<file path="config.mk">
export PLATFORM = sky130hd
export DESIGN_NAME = i2s_core
export DESIGN_NICKNAME = d
export VERILOG_FILES = /design/src/rtl/i2s_core.sv
export SDC_FILE = /design/constraint.sdc
export NUM_CORES = 1
export LEC_CHECK = 0
export CAP_MARGIN = 20
export CORE_MARGIN = 2
export CORE_UTILIZATION = 35
export CTS_CLUSTER_SIZE = 24
export DETAILED_ROUTE_END_ITERATION = 10
export DONT_BUFFER_PORTS = 1
export HOLD_SLACK_MARGIN = 0.06
export PLACE_DENSITY = 0.59
export SETUP_SLACK_MARGIN = 0.05
export SYNTH_ARGS = -nofsm -noshare
export SYNTH_HDL_FRONTEND = slang
export SYNTH_SLANG_ARGS = --single-unit
</file>
<file path="constraint.sdc">
create_clock -name clk -period 5.1 [get_ports clk]
set_input_delay 1.02 -clock clk [delete_from_list [all_inputs] [get_ports clk]]
set_output_delay 1.02 -clock clk [all_outputs]
set_load 0.02 [all_outputs]
</file>
<file path="src/rtl/i2s_core.sv">
// I2S master bridge: derives mclk/sclk/lrck from a free-running counter and
// converts between the codec serial lines and two valid/ready sample streams.
module i2s_core #(
    parameter int unsigned DATA_WIDTH = 24
) (
    input  logic                  clk,
    input  logic                  rst,
    output logic [DATA_WIDTH-1:0] rx_data,
    output logic                  rx_vld,
    input  logic                  rx_rdy,
    input  logic [DATA_WIDTH-1:0] tx_data,
    input  logic                  tx_vld,
    output logic                  tx_rdy,
    output logic                  mclk,
    output logic                  sclk,
    output logic                  lrck,
    input  logic                  sdi,
    output logic                  sdo
);

    // Last data slot of a channel half; slot 0 is the I2S one-bit delay.
    localparam logic [4:0] LastSlot = 5'(DATA_WIDTH);

    logic [10:0]           cnt_q;
    logic [4:0]            slot;
    logic [4:0]            phase;
    logic                  rx_sample;
    logic                  rx_done;
    logic                  half_end;
    logic                  tx_shift_en;
    logic                  tx_pad;
    logic                  tx_load;

    logic [DATA_WIDTH-1:0] rx_shift_q, rx_shift_d;
    logic [DATA_WIDTH-1:0] rx_data_q, rx_data_d;
    logic                  rx_vld_q, rx_vld_d;
    logic [DATA_WIDTH-1:0] tx_buf_q, tx_buf_d;
    logic                  tx_full_q, tx_full_d;
    logic [DATA_WIDTH-1:0] tx_shift_q, tx_shift_d;
    logic                  sdo_q, sdo_d;

    assign slot  = cnt_q[9:5];
    assign phase = cnt_q[4:0];

    // phase 15 is the edge on which sclk rises; phase 31 the edge on which it falls.
    assign rx_sample   = (phase == 5'd15) && (slot != 5'd0) && (slot <= LastSlot);
    assign rx_done     = rx_sample && (slot == LastSlot);
    assign half_end    = (cnt_q[9:0] == 10'd1023);
    assign tx_shift_en = (phase == 5'd31) && (slot < LastSlot);
    assign tx_pad      = (phase == 5'd31) && (slot >= LastSlot) && (slot != 5'd31);
    assign tx_load     = tx_vld && !tx_full_q;

    assign mclk    = cnt_q[1];
    assign sclk    = cnt_q[4];
    assign lrck    = cnt_q[10];
    assign rx_data = rx_data_q;
    assign rx_vld  = rx_vld_q;
    assign tx_rdy  = !tx_full_q;
    assign sdo     = sdo_q;

    // Free-running clock divider; all codec clocks are taps of this register.
    always_ff @(posedge clk or negedge rst) begin
        if (!rst) begin
            cnt_q <= '0;
        end else begin
            cnt_q <= cnt_q + 11'd1;
        end
    end

    // Receive: shift sdi MSB first; publish the word on the last sample edge.
    always_comb begin
        rx_shift_d = rx_shift_q;
        rx_data_d  = rx_data_q;
        rx_vld_d   = rx_vld_q;
        if (rx_sample) begin
            rx_shift_d = {rx_shift_q[DATA_WIDTH-2:0], sdi};
        end
        if (rx_vld_q && rx_rdy) begin
            rx_vld_d = 1'b0;
        end
        // A fresh word wins over both a pending and a just-accepted one.
        if (rx_done) begin
            rx_data_d = {rx_shift_q[DATA_WIDTH-2:0], sdi};
            rx_vld_d  = 1'b1;
        end
    end

    // Transmit: one-entry buffer feeding a shift register reloaded every half.
    always_comb begin
        tx_buf_d   = tx_buf_q;
        tx_full_d  = tx_full_q;
        tx_shift_d = tx_shift_q;
        sdo_d      = sdo_q;
        if (tx_load) begin
            tx_buf_d  = tx_data;
            tx_full_d = 1'b1;
        end
        if (half_end) begin
            // Underrun sends silence rather than repeating the last word.
            tx_shift_d = tx_full_q ? tx_buf_q : '0;
            if (!tx_load) begin
                tx_full_d = 1'b0;
            end
            sdo_d = 1'b0;
        end else if (tx_shift_en) begin
            sdo_d      = tx_shift_q[DATA_WIDTH-1];
            tx_shift_d = {tx_shift_q[DATA_WIDTH-2:0], 1'b0};
        end else if (tx_pad) begin
            sdo_d = 1'b0;
        end
    end

    // Datapath state registers.
    always_ff @(posedge clk or negedge rst) begin
        if (!rst) begin
            rx_shift_q <= '0;
            rx_data_q  <= '0;
            rx_vld_q   <= 1'b0;
            tx_buf_q   <= '0;
            tx_full_q  <= 1'b0;
            tx_shift_q <= '0;
            sdo_q      <= 1'b0;
        end else begin
            rx_shift_q <= rx_shift_d;
            rx_data_q  <= rx_data_d;
            rx_vld_q   <= rx_vld_d;
            tx_buf_q   <= tx_buf_d;
            tx_full_q  <= tx_full_d;
            tx_shift_q <= tx_shift_d;
            sdo_q      <= sdo_d;
        end
    end

endmodule

</file>
==> impl_metrics.json <==
{
  "post_dp_cell_area_mm2": 0.005071,
  "syn_inst": 379,
  "yosysTopAreaCell": "dfrtp_1",
  "drtPass1Iterations": 7,
  "die_area_mm2": 0.01526,
  "cts-root-buf": "clkbuf_16",
  "cp_num_buf_inv": 1,
  "wl_um": 9805,
  "cts_htree_levels": 3,
  "io_buffers": 0,
  "start_util_pct": 35.89,
  "slew_headroom_pct": 30.31,
  "cts_repair_resize_count": 0,
  "fmax_mhz": 312.3,
  "final_cell_mix": "dfrtp_1, inv_1, mux2_1",
  "gp_congestion": 0.7203,
  "cap_viol_max_count": 0,
  "row_count": 43,
  "synth_top_area_share_pct": 54.54,
  "cts_buffers": 9,
  "final_nets": 395,
  "ir_drop_mv": 0.1530,
  "ys_seq_area_share_pct": 54.54,
  "yosysUniqueCellTypes": 40,
  "required_ns": 5.33,
  "p_per_area_mw_per_mm2": 296.7,
  "routed-via-count": 2985,
  "synth_fa_ha_area_share_pct": 0.7506,
  "vias_per_cell": 5.437,
  "end_kind": "flop",
  "fin_crit_ns": 3.202,
  "cts_tree": "yes",
  "cts.sinks": 109,
  "setup_tns_ns": 0,
  "die_w_um": 123.5,
  "synth.area.top_cells": "dfrtp_1, mux2_4, mux2_1",
  "drt-initial-drc-count": 355,
  "hold_buffers": 0,
  "utilization_pct": 38.52,
  "tightest_slew_ns": 1.039,
  "clkTransAtPathRegs_ns": 0.08,
  "yosysWarnings": 0,
  "path_delay_family": "adder cells",
  "clkLatencyLatePin_ns": 0.35,
  "setup_viol": 0,
  "syn-cell-area_mm2": 0.005001,
  "final_cell_area_mm2": 0.005368,
  "postSynthAreaPerCell_um2": 13.20,
  "core-area_mm2": 0.01393,
  "crit_slowest_cell": "ha_1",
  "path_cells": "ha_1 -> and3_1 -> ha_1 -> and3_1 -> buf_4 -> mux2_1",
  "grt_max_degree": 110,
  "synthMuxAreaShare_pct": 13.44,
  "path_class": "flop to flop",
  "hpwl_um": 6026,
  "startpoint_type": "flop",
  "synth_xor_area_share_pct": 1.401,
  "period_share_pct": 62.78,
  "synth_top_family_by_area": "compound AO/OA/AOI/OAI gates",
  "rsz0062_at_grt": "no",
  "areaGrowthSynthToFinish_pct": 7.331,
  "syn-num-nets": 411,
  "worstPathMaxFanout": 26,
  "drc": 0,
  "post_drt_wl_per_cell_um": 17.86,
  "ys_ff_latch": 109,
  "crit_cells": 6,
  "worst_ep_arrival_time_ns": 3.43,
  "fp.dieH_um": 123.5,
  "status": "finished clean",
  "drtAntennaViolNets": 0,
  "critical-path-max-stage-delay_ns": 0.68,
  "reg2reg_depth": 6,
  "drive_above_1_share_pct": 20.38,
  "finalHoldViolCount": 0,
  "final_max_slew_viol_count": 0,
  "pin_count": 59,
  "clockBufferDepth": 2,
  "final_common_cell": "dfrtp_1",
  "min_path_type": "input port to async pin",
  "yosys.area_share.simple_pct": 9.607,
  "synth_compound_area_share_pct": 13.96,
  "p_leak_nw": 2.398,
  "antenna_found_initial": 1,
  "grt_pass1_vias": 2963,
  "cts_setup_buffers": 0,
  "clock_skew_ns": 0.008077,
  "grt_usage_pct": 13.66,
  "overflow": 0,
  "grt_pass1_wl_um": 16160
}
[metrics by stage]
| step | total power (W) | std cells | hold slack (ns) | setup WS, ns |
|---|---|---|---|---|
| 6_report | 0.001593 | 549 | 0.3627 | 1.898 |
| 5_1_grt | 0.001655 | 549 | 0.3380 | 1.690 |
| 4_1_cts | 0.001615 | 547 | 0.3449 | 1.861 |
| 3_5_place_dp | 0.0009369 | 531 | 0.4696 | 1.868 |
| 3_3_place_gp | 0.0009346 | 530 | 0.4554 | 2.002 |
| 2_1_floorplan | 0.0009286 | 379 | 0.4407 | 3.043 |
[synth_stat cells, drive strengths merged]
cell / count
a221o: 20
or3b: 23
nand3: 4
a32o: 1
nor4: 1
dfrtp: 109
nor3: 2
or3: 1
a22o: 1
buf: 19
o21ai: 1
mux2i: 6
xnor2: 5
xor2: 3
a31oi: 1
nand2: 8
a21oi: 1
o31ai: 24
nor2: 3
mux2: 48
and4: 2
a222oi: 23
nor2b: 1
inv: 31
and3: 3
a21boi: 1
o41ai: 1
a21o: 1
clkbuf: 11
ha: 3
and2: 21
[state kept, by name, summed over array words and instances, names as in the netlist]
register	count
rx_vld	1
sdo	1
rx_data	24
cnt_q	11
tx_buf_q	24
tx_full_q	1
rx_shift_q	23
tx_shift_q	24
[power breakdown]
| group | switching, W | internal (W) | total, W | leakage (nW) |
|---|---|---|---|---|
| combinational | 0.00000645 | 0.0000136 | 0.0000200 | 0.806 |
| clock | 0.000336 | 0.000339 | 0.000675 | 0.134 |
| sequential | 0.0000121 | 0.000886 | 0.000898 | 1.46 |
[final timing paths]
kind / from / endpoint / slack, ns
max: cnt_q[1] / rx_data[7] / 1.90
min: rst / rx_data[5] / 0.36
max reg2reg: cnt_q[1] / rx_data[7] / 1.90
min reg2reg: cnt_q[0] / cnt_q[0] / 0.48
max in group asynchronous: rst / rx_data[16] / 4.61
min in group clk: cnt_q[0] / cnt_q[0] / 0.48
[metal layers]
| metal | routed length (um) | GRT usage [%] |
|---|---|---|
| met1 | 4646 | 19.63 |
| met2 | 4382 | 19.02 |
| met5 | 0 | 0 |
| met3 | 657 | 4.197 |
| met4 | 119 | 5.540 |
[logic make-up (layout without fill, tap and decap cells)]
kind of cell / count (synthesis) / after routing
flip-flops: 109 / 109
AO/OA/AOI/OAI: 75 / 75
AND/OR/NAND/NOR: 69 / 69
multiplexers: 54 / 54
XOR/XNOR: 8 / 8
adder cells (fa/ha/maj): 3 / 3
buffers and inverters: 61 / 50
other: 0 / 1
[worst reg2reg max path: cells and delay by family, from the launching register on]
family | cells | cell delay [ns]
buf+inv | 1 | 0.41
flops | 1 | 0.51
fa+ha+maj | 2 | 0.94
mux | 1 | 0.37
simple gates | 2 | 0.86
[area by class of cell]
class / count / area (um^2)
clock inverter: 7 / 57.56
inverter: 31 / 116.4
fill: 1288 / 8567
multi-input combinational: 209 / 1967
timing repair buffer: 3 / 46.29
sequential: 109 / 2728
antenna: 1 / 2.502
tap: 180 / 225.2
clock buffer: 9 / 225.2
No activity file was read; power rests on OpenSTA's default activity.
